## config.mk

```make
export PLATFORM = sky130hd
export DESIGN_NAME = spi_jstk_slave_flat
export DESIGN_NICKNAME = d
export VERILOG_FILES = /design/src/rtl/spi_jstk_slave_if.sv /design/src/rtl/spi_jstk_slave.sv /design/src/flat_wrapper.sv
export SDC_FILE = /design/constraint.sdc
export NUM_CORES = 1
export LEC_CHECK = 0
export ABC_AREA = 1
export ABC_CLOCK_PERIOD_IN_PS = 1300
export CELL_PAD_IN_SITES_DETAIL_PLACEMENT = 1
export CELL_PAD_IN_SITES_GLOBAL_PLACEMENT = 1
export CORE_UTILIZATION = 36
export DETAILED_ROUTE_END_ITERATION = 10
export PLACE_DENSITY_LB_ADDON = 0.1
export SKIP_CTS_REPAIR_TIMING = 1
export SKIP_LAST_GASP = 1
export SLEW_MARGIN = 20
export SYNTH_ARGS = -nofsm -noshare
export SYNTH_HDL_FRONTEND = slang
export SYNTH_SLANG_ARGS = --single-unit
```

## constraint.sdc

```tcl
create_clock -name clk50M -period 1.3 [get_ports clk50M]
set_input_delay 0.26 -clock clk50M [delete_from_list [all_inputs] [get_ports clk50M]]
set_output_delay 0.26 -clock clk50M [all_outputs]
set_load 0.03 [all_outputs]
```

## src/rtl/spi_jstk_slave_if.sv

```systemverilog
// Bus bundle for the SPI joystick responder: SPI pins plus the fabric-side frame signals.
// The slave modport is the responder's view; master is the SPI master / fabric view.
interface spi_jstk_slave_if #(
   parameter int FRAME_BITS = 40
);
   logic                  cs;
   logic                  sck;
   logic                  mosi;
   logic                  miso;
   logic [FRAME_BITS-1:0] tx_data;
   logic [FRAME_BITS-1:0] rx_data;
   logic                  rx_valid;
   logic                  frame_err;
   logic                  busy;
   logic [1:0]            led;

   modport slave (
      input  cs, sck, mosi, tx_data,
      output miso, rx_data, rx_valid, frame_err, busy, led
   );

   modport master (
      output cs, sck, mosi, tx_data,
      input  miso, rx_data, rx_valid, frame_err, busy, led
   );
endinterface

```

## src/rtl/spi_jstk_slave.sv

```systemverilog
// SPI mode-0 responder for the 40-bit joystick frame, oversampled on clk50M.
// Optional LED command decode is built only when SPI_JSTK_LED_CMD_EN is defined.
module spi_jstk_slave #(
   parameter int FRAME_BITS  = 40,
   parameter int SYNC_STAGES = 2
) (
   input  logic             clk50M,
   input  logic             rst_n,
   spi_jstk_slave_if.slave  bus,
   output logic [1:0]       o_dbg_state
);

   localparam int CW = $clog2(FRAME_BITS + 2);
   localparam logic [CW-1:0] CNT_FULL = CW'(FRAME_BITS);
   localparam logic [CW-1:0] CNT_SAT  = CW'(FRAME_BITS + 1);

   typedef enum logic [1:0] {
      ST_IDLE  = 2'd0,
      ST_SHIFT = 2'd1,
      ST_DONE  = 2'd2
   } state_t;

   logic [SYNC_STAGES-1:0] r_cs_sync;
   logic [SYNC_STAGES-1:0] r_sck_sync;
   logic [SYNC_STAGES-1:0] r_mosi_sync;
   logic                   r_cs_hist;
   logic                   r_sck_hist;
   logic                   r_primed;
   logic                   r_armed;

   state_t                 r_state;
   state_t                 w_next;

   logic [FRAME_BITS-1:0]  r_tx_shift;
   logic [FRAME_BITS-1:0]  r_rx_shift;
   logic [FRAME_BITS-1:0]  r_rx_data;
   logic [CW-1:0]          r_bit_cnt;
   logic                   r_miso;
   logic                   r_rx_valid;
   logic                   r_frame_err;

   logic w_cs, w_sck, w_mosi;
   logic w_cs_fall, w_cs_rise, w_sck_rise, w_sck_fall;
   logic w_load, w_rx_shift, w_tx_shift, w_end, w_good, w_bad, w_busy;

   always_ff @(posedge clk50M or negedge rst_n) begin
      if (!rst_n) begin
         r_cs_sync   <= '1;
         r_sck_sync  <= '0;
         r_mosi_sync <= '0;
         r_cs_hist   <= 1'b1;
         r_sck_hist  <= 1'b0;
         r_primed    <= 1'b0;
         r_armed     <= 1'b0;
      end else begin
         r_cs_sync   <= {r_cs_sync[SYNC_STAGES-2:0], bus.cs};
         r_sck_sync  <= {r_sck_sync[SYNC_STAGES-2:0], bus.sck};
         r_mosi_sync <= {r_mosi_sync[SYNC_STAGES-2:0], bus.mosi};
         r_cs_hist   <= w_cs;
         r_sck_hist  <= w_sck;
         r_primed    <= 1'b1;
         // A frame already running at reset release drains the idle-high chain;
         // only a real high level on the pin arms cs_fall detection.
         r_armed     <= r_armed | (r_primed & r_cs_sync[0]);
      end
   end

   assign w_cs       = r_cs_sync[SYNC_STAGES-1];
   assign w_sck      = r_sck_sync[SYNC_STAGES-1];
   assign w_mosi     = r_mosi_sync[SYNC_STAGES-1];
   assign w_cs_fall  = r_armed & r_cs_hist & ~w_cs;
   assign w_cs_rise  = ~r_cs_hist & w_cs;
   assign w_sck_rise = ~w_cs & ~r_sck_hist & w_sck;
   assign w_sck_fall = ~w_cs & r_sck_hist & ~w_sck;

   always_ff @(posedge clk50M or negedge rst_n) begin
      if (!rst_n) r_state <= ST_IDLE;
      else        r_state <= w_next;
   end

   always_comb begin
      w_next = r_state;
      case (r_state)
         ST_IDLE:  if (w_cs_fall) w_next = ST_SHIFT;
         ST_SHIFT: if (w_cs_rise) w_next = ST_DONE;
         ST_DONE:  w_next = ST_IDLE;
         default:  w_next = ST_IDLE;
      endcase
   end

   // cs_rise wins over an sck edge landing in the same cycle
   always_comb begin
      w_load     = 1'b0;
      w_rx_shift = 1'b0;
      w_tx_shift = 1'b0;
      w_end      = 1'b0;
      w_good     = 1'b0;
      w_bad      = 1'b0;
      w_busy     = 1'b0;
      case (r_state)
         ST_IDLE: w_load = w_cs_fall;
         ST_SHIFT: begin
            w_busy     = 1'b1;
            w_end      = w_cs_rise;
            w_rx_shift = ~w_cs_rise & w_sck_rise;
            w_tx_shift = ~w_cs_rise & w_sck_fall;
         end
         ST_DONE: begin
            w_good = (r_bit_cnt == CNT_FULL);
            w_bad  = (r_bit_cnt != CNT_FULL);
         end
         default: ;
      endcase
   end

   always_ff @(posedge clk50M or negedge rst_n) begin
      if (!rst_n) begin
         r_tx_shift  <= '0;
         r_rx_shift  <= '0;
         r_rx_data   <= '0;
         r_bit_cnt   <= '0;
         r_miso      <= 1'b0;
         r_rx_valid  <= 1'b0;
         r_frame_err <= 1'b0;
      end else begin
         r_rx_valid  <= w_good;
         r_frame_err <= w_bad;
         if (w_good) r_rx_data <= r_rx_shift;
         if (w_load) begin
            r_tx_shift <= bus.tx_data;
            r_bit_cnt  <= '0;
            r_miso     <= bus.tx_data[FRAME_BITS-1];
         end
         if (w_rx_shift) begin
            r_rx_shift <= {r_rx_shift[FRAME_BITS-2:0], w_mosi};
            if (r_bit_cnt != CNT_SAT) r_bit_cnt <= r_bit_cnt + CW'(1);
         end
         if (w_tx_shift) begin
            r_tx_shift <= {r_tx_shift[FRAME_BITS-2:0], 1'b0};
            r_miso     <= (r_bit_cnt >= CNT_FULL) ? 1'b0 : r_tx_shift[FRAME_BITS-2];
         end
         if (w_end) r_miso <= 1'b0;
      end
   end

`ifdef SPI_JSTK_LED_CMD_EN
   logic [1:0] r_led;

   // Command byte 100000xx in the frame's top bits sets the two LEDs
   always_ff @(posedge clk50M or negedge rst_n) begin
      if (!rst_n)
         r_led <= 2'b00;
      else if (w_good && (r_rx_shift[FRAME_BITS-1 -: 6] == 6'b100000))
         r_led <= r_rx_shift[FRAME_BITS-7 -: 2];
   end

   assign bus.led = r_led;
`else
   assign bus.led = 2'b00;
`endif

   assign bus.miso      = r_miso;
   assign bus.rx_data   = r_rx_data;
   assign bus.rx_valid  = r_rx_valid;
   assign bus.frame_err = r_frame_err;
   assign bus.busy      = w_busy;
   assign o_dbg_state   = r_state;

endmodule

```

## src/flat_wrapper.sv

```systemverilog
// flat-port wrapper written by rule: the top's interface ports become plain ports
module spi_jstk_slave_flat 
#(
   parameter int FRAME_BITS  = 40,
   parameter int SYNC_STAGES = 2
)
  (clk50M, rst_n, o_dbg_state, bus_cs, bus_sck, bus_mosi, bus_tx_data, bus_miso, bus_rx_data, bus_rx_valid, bus_frame_err, bus_busy, bus_led);
  spi_jstk_slave_if #(.FRAME_BITS(FRAME_BITS)) bus_i ();
  input  logic clk50M;
  input  logic rst_n;
  output logic [1:0] o_dbg_state;
  input wire logic [$bits(bus_i.cs)-1:0] bus_cs;
  input wire logic [$bits(bus_i.sck)-1:0] bus_sck;
  input wire logic [$bits(bus_i.mosi)-1:0] bus_mosi;
  input wire logic [$bits(bus_i.tx_data)-1:0] bus_tx_data;
  output wire logic [$bits(bus_i.miso)-1:0] bus_miso;
  output wire logic [$bits(bus_i.rx_data)-1:0] bus_rx_data;
  output wire logic [$bits(bus_i.rx_valid)-1:0] bus_rx_valid;
  output wire logic [$bits(bus_i.frame_err)-1:0] bus_frame_err;
  output wire logic [$bits(bus_i.busy)-1:0] bus_busy;
  output wire logic [$bits(bus_i.led)-1:0] bus_led;
  assign bus_i.cs = bus_cs;
  assign bus_i.sck = bus_sck;
  assign bus_i.mosi = bus_mosi;
  assign bus_i.tx_data = bus_tx_data;
  assign bus_miso = bus_i.miso;
  assign bus_rx_data = bus_i.rx_data;
  assign bus_rx_valid = bus_i.rx_valid;
  assign bus_frame_err = bus_i.frame_err;
  assign bus_busy = bus_i.busy;
  assign bus_led = bus_i.led;
  spi_jstk_slave #(.FRAME_BITS(FRAME_BITS), .SYNC_STAGES(SYNC_STAGES)) u_core (.clk50M(clk50M), .rst_n(rst_n), .bus(bus_i), .o_dbg_state(o_dbg_state));
endmodule
```

; Word level (Yosys, flattened, before mapping)
; Cells that the tools add are included.
[totals]
register_bits = 140
in_bits = 45
[op_classes]
addsub = 1
n_lt_le_gt_ge = 1
eq_ne = 7
mux = 19
bitwise_logic = 16
n_reduce_logical = 4
[ops]
columns = op, n
row1 = 39-bit 2-to-1 mux, 2
row2 = 6-bit 2-to-1 mux, 3
row3 = 6-bit inequality test (second input constant), 2
row4 = 1-bit 2-to-1 mux, 11
row5 = 1-bit AND, 10
row6 = 6-bit by 1-bit adder with 6-bit output (second input constant), 1
row7 = 6-bit equality test (second input constant), 1
row8 = 6-bit greater-or-equal comparator (second input constant), 1
row9 = 1-bit NOT, 5
row10 = 2-bit 2-to-1 mux, 2
row11 = 2-bit by 1-bit inequality test with 1-bit output (second input constant), 2
row12 = 2-bit case mux with 2 select lines, 1
row13 = 3-bit nonzero test, 1
row14 = 2-bit by 1-bit equality test with 1-bit output (second input constant), 1
row15 = 2-bit equality test (second input constant), 1
row16 = 2-bit zero test, 1
row17 = 2-bit AND reduction, 1
row18 = 2-bit nonzero test, 1
row19 = 1-bit OR, 1

; Depth between registers and ports, before layout
[depth]
ltp_word = 7
ltp_mapped = 8

; Worst setup path before layout
; OpenSTA, ideal clock, no wires.
[synth_path]
kind = reg-to-reg
from = register u_core.r_state[0], in the netlist u_core.o_dbg_state[0]
to = register u_core.r_miso, in the netlist u_core.bus.miso
setup_time_ns = 0.116
arrival_time_ns = 1.452
t_required_ns = 1.184
slack_ns = -0.268
stages_incl_launch_ff = 6
n_path_buf = 0
period_less_slack_ns = 1.568
path_cell_list = dfrtp_1 inv_1 nor2_1 nand3_1 nand2_1 nor2_1
[synth_via]
elab_chain_len = 4
word_cells_on_any_way = 8
[synth_rtl]
columns = element, line_no
row1 = from (decl), spi_jstk_slave.sv:31  ; state_t r_state;
row2 = from (signal assigned), spi_jstk_slave.sv:78  ; else r_state <= w_next;
row3 = 2-bit by 1-bit equality test with 1-bit output, spi_jstk_slave.sv:100  ; case (r_state)
row4 = 1-bit 2-to-1 mux, spi_jstk_slave.sv:100
row5 = 1-bit 2-to-1 mux, spi_jstk_slave.sv:138  ; if (w_tx_shift) begin
row6 = 1-bit 2-to-1 mux, spi_jstk_slave.sv:142  ; if (w_end) r_miso <= 1'b0;
row7 = to (signal assigned), spi_jstk_slave.sv:132  ; r_miso <= bus.tx_data[FRAME_BITS-1];
row8 = to (signal assigned), spi_jstk_slave.sv:140  ; r_miso <= (r_bit_cnt >= CNT_FULL) ? 1'b0 : r_tx_shift[FRAME_BITS-2];
row9 = to (decl), spi_jstk_slave.sv:38  ; logic r_miso;
; Parallel ways exist; a longest one is shown, timed or not.
; A chain may end at the register's enable or synchronous reset.

; Final worst setup path
[layout_path]
from = register u_core.r_state[0], in the netlist u_core.o_dbg_state[0]
to = output bus_busy
[layout_via]
elab_chain_len = 2
[layout_rtl]
columns = element, line_no
row1 = 2-bit by 1-bit equality test with 1-bit output, spi_jstk_slave.sv:100
row2 = 1-bit 2-to-1 mux, spi_jstk_slave.sv:100
row3 = to (decl), flat_wrapper.sv:20  ; output wire logic [$bits(bus_i.busy)-1:0] bus_busy;
; Every way passes these cells.

==> metrics <==
number of max-slew violations in the final report 0; nets about 830; placeable core area between 15000 and 20000 um^2; wire length of the first global-routing pass 24030 um; total routing resource utilization after global routing between 10% and 20%; Hold Crit Class in -> reg; Die Area 16230 um^2; Rows 45; Root Buffer sky130_fd_sc_hd__clkbuf_16; RePlAce Congestion 0.7634; clock latency on the worst-skew pair about 420 ps; remaining design rule violation count 0; FF-to-FF setup slack -230 ps; Synth cell types 22; power density normalized to cell area ~1500 nW/um^2; failing checks negative setup slack; ANT cells 0; R2R Path Start u_core.r_cs_sync[1]; internal power roughly 0.009 W; cell mode on critical path sky130_fd_sc_hd__buf_6; Maximum Capacitance Violations 0; leading cell types in the layout, fill and taps excluded sky130_fd_sc_hd__nand2_1, sky130_fd_sc_hd__dfrtp_1, sky130_fd_sc_hd__nand3_1, sky130_fd_sc_hd__clkdlybuf4s50_1, sky130_fd_sc_hd__buf_4; maximum number of pins on one net before global-route repair between 40 and 50; H-tree lvl count 4; Post-Synthesis Cells around 650; number of buffers added by the clock tree synthesis step 17; TritonCTS clock tree done; Switch Pwr between 0.003 and 0.004 W; Critical Path RT 1040 ps; DIE HEIGHT ~130 um; clock share of power 38.7%; Global Route met1 Usage a little under a quarter; share of post-route cells with drive strength above 1 24.12%; total congestion overflow 0; number of setup violations in the final report approximately 130; initial cell density of the core between 30% and 40%; sort of element at the end of the critical path primary output; setup slack after layout -240.9 ps; Synth-to-Final Area Change 44.11%; peak ir drop on the vdd network roughly 0.98 mV; endpoint of the most critical setup path bus_busy; detailed-placement wirelength estimate slightly above 9000 um; highest attainable clock frequency roughly 0.65 GHz; worst slack after detailed placement -101.9 ps; warning count from the yosys run 0; met2 global-route usage between 30 and 40%; Critical path buffers and inverters 3; Levels on crit path 4; maximum cell stage delay along the critical path about 400 ps; total of buffers placed on input and output ports 90; flops & latches, synth 140; Most Crowded Layer GR met2; via count just under 5000; Antenna Nets Post-Route 0; chain of cells forming the critical path inv_2, buf_6, nor2_4, buf_6; commonest non-fill, non-tap cell in the layout sky130_fd_sc_hd__nand2_1; run status complete, but fails checks; Final Cell Area about 8000 um^2; minimum clock period roughly 1500 ps; initial detailed-routing violation count 223; top fanout value on the critical path 3; clock-pin slew on the worst setup and hold paths approximately 60 ps; syn_area_per_cell a little under 9 um^2; detail-routed net length per standard cell approximately 16 um; met3 track utilization from global routing ~4.4%; x dimension of the die ~130 um; worst-case clock buffer depth 2; Crit path arrival time about 1300 ps; setup repair after global routing missed its margin yes; destination of the worst register-to-register timing path u_core.r_tx_shift[7]; First-pass DRT Iterations 4; final clock period utilization by the worst path 118.5%; nature of the critical path startpoint register; antenna violations before repair 0; part of the Yosys area used for sequential elements between 60% and 70%; Synth area leader sky130_fd_sc_hd__dfrtp_1; slowest stage cell on the critical path sky130_fd_sc_hd__dfrtp_2; sum of routed wire length over all layers approximately 16000 um; combinational group share of total power approximately 17%; proportion of total power due to net switching between 20% and 30%; Worst Reg2Reg Path Length in Cells 7; cell area after placement approximately 7000 um^2; CP Class reg -> out; vias in the first global route around 4900; Final Hold Fails 0; vias per cell roughly 4.8; CTS sink cnt 140; Synth area leaders sky130_fd_sc_hd__dfrtp_1, sky130_fd_sc_hd__nand2_1, sky130_fd_sc_hd__nand3_1; synthesized cell area around 5700 um^2; sum of internal, switching and leakage power around 0.012 W; leakage power total around 4.3 nW; Total Negative Setup Slacks -13090 ps; share of total power in sequential cells 44.7%; worst setup path startpoint u_core.o_dbg_state[0]; area share of the largest cell type after synthesis approximately 61%; family with the most delay on the worst path flip-flops; final worst hold slack between 200 and 300 ps; Fin Clk Skew 7.737 ps; number of primary I/O pins 93
[routing by layer]
metal  vias up  part of all wire [%]
li1       2313                     -
met1      2391                    43
met2       106                    52
met3        20                   3.5
met4         0                   1.7
met5         -                     0
[state kept, by name, indices dropped and copies added, names as in the netlist]
register	count
u_core.bus.rx_data	40
u_core.r_rx_shift	40
u_core.r_tx_shift	39
u_core.r_bit_cnt	6
u_core.o_dbg_state	2
u_core.r_cs_sync	2
u_core.r_mosi_sync	2
u_core.r_sck_sync	2
u_core.bus.frame_err	1
u_core.bus.miso	1
u_core.bus.rx_valid	1
u_core.r_armed	1
u_core.r_cs_hist	1
u_core.r_primed	1
u_core.r_sck_hist	1
[cell type report]
class,count,area [um^2]
fillers,1777,7099
repair buffers,146,1530
inverters,17,66.31
clock buffers,20,446.7
flip-flops and latches,140,3510
well taps,211,264.0
clock inverters,11,121.4
multi-input cells,462,2221
[Yosys cell counts]
master	instances
sky130_fd_sc_hd__nand3b_1	2
sky130_fd_sc_hd__nand3_1	91
sky130_fd_sc_hd__nand2_2	1
sky130_fd_sc_hd__o21ai_0	7
sky130_fd_sc_hd__nor2_2	1
sky130_fd_sc_hd__dfstp_2	3
sky130_fd_sc_hd__nor2_1	12
sky130_fd_sc_hd__ha_1	3
sky130_fd_sc_hd__xnor2_1	1
sky130_fd_sc_hd__nand2_1	336
sky130_fd_sc_hd__dfrtp_1	137
sky130_fd_sc_hd__and3_1	1
sky130_fd_sc_hd__buf_4	3
sky130_fd_sc_hd__a21o_1	1
sky130_fd_sc_hd__nand4_1	1
sky130_fd_sc_hd__buf_6	1
sky130_fd_sc_hd__buf_2	20
sky130_fd_sc_hd__nor3_1	1
sky130_fd_sc_hd__inv_1	17
sky130_fd_sc_hd__clkbuf_1	12
sky130_fd_sc_hd__conb_1	2
sky130_fd_sc_hd__xor2_1	1
[cells by family (layout without fill, tap and decap cells)]
logic type	after synthesis	after routing	synth area share, %
AND/OR/NAND/NOR	446	446	31.91
XOR/XNOR	2	2	0.3094
adder cells (fa/ha/maj)	3	3	0.6631
other	2	3	0.1326
buffers and inverters	53	194	4.287
AO/OA/AOI/OAI	8	8	0.7514
flip-flops	140	140	61.94
[through the flow]
step,instances,utilization (%)
final,1007,53.47
after floorplan,655,-
after detailed placement,952,46.11
after global routing,1007,53.47
after global placement,952,46.11
after CTS,983,49.83
[worst min path at each step]
stage,from,to,slack [ps],cells past startpoint
finish,bus_cs,u_core.r_cs_sync[0],280,1
detailed placement,rst_n,u_core.bus.rx_data[7],190,1
CTS,rst_n,u_core.bus.rx_data[7],-260,1
global placement,rst_n,u_core.bus.rx_data[8],190,1
floorplan,rst_n,u_core.bus.frame_err,-40,0
global route,bus_cs,u_core.r_cs_sync[0],260,1
[power groups by stage]
stage               sequential, W  clock, W  combinational, W
floorplan                 0.00536         0          0.000779
global placement          0.00538         0           0.00144
detailed placement        0.00541         0           0.00152
CTS                       0.00535   0.00481           0.00154
global route              0.00552   0.00501           0.00222
finish                    0.00543   0.00470           0.00201
No activity file was read; power rests on OpenSTA's default activity.
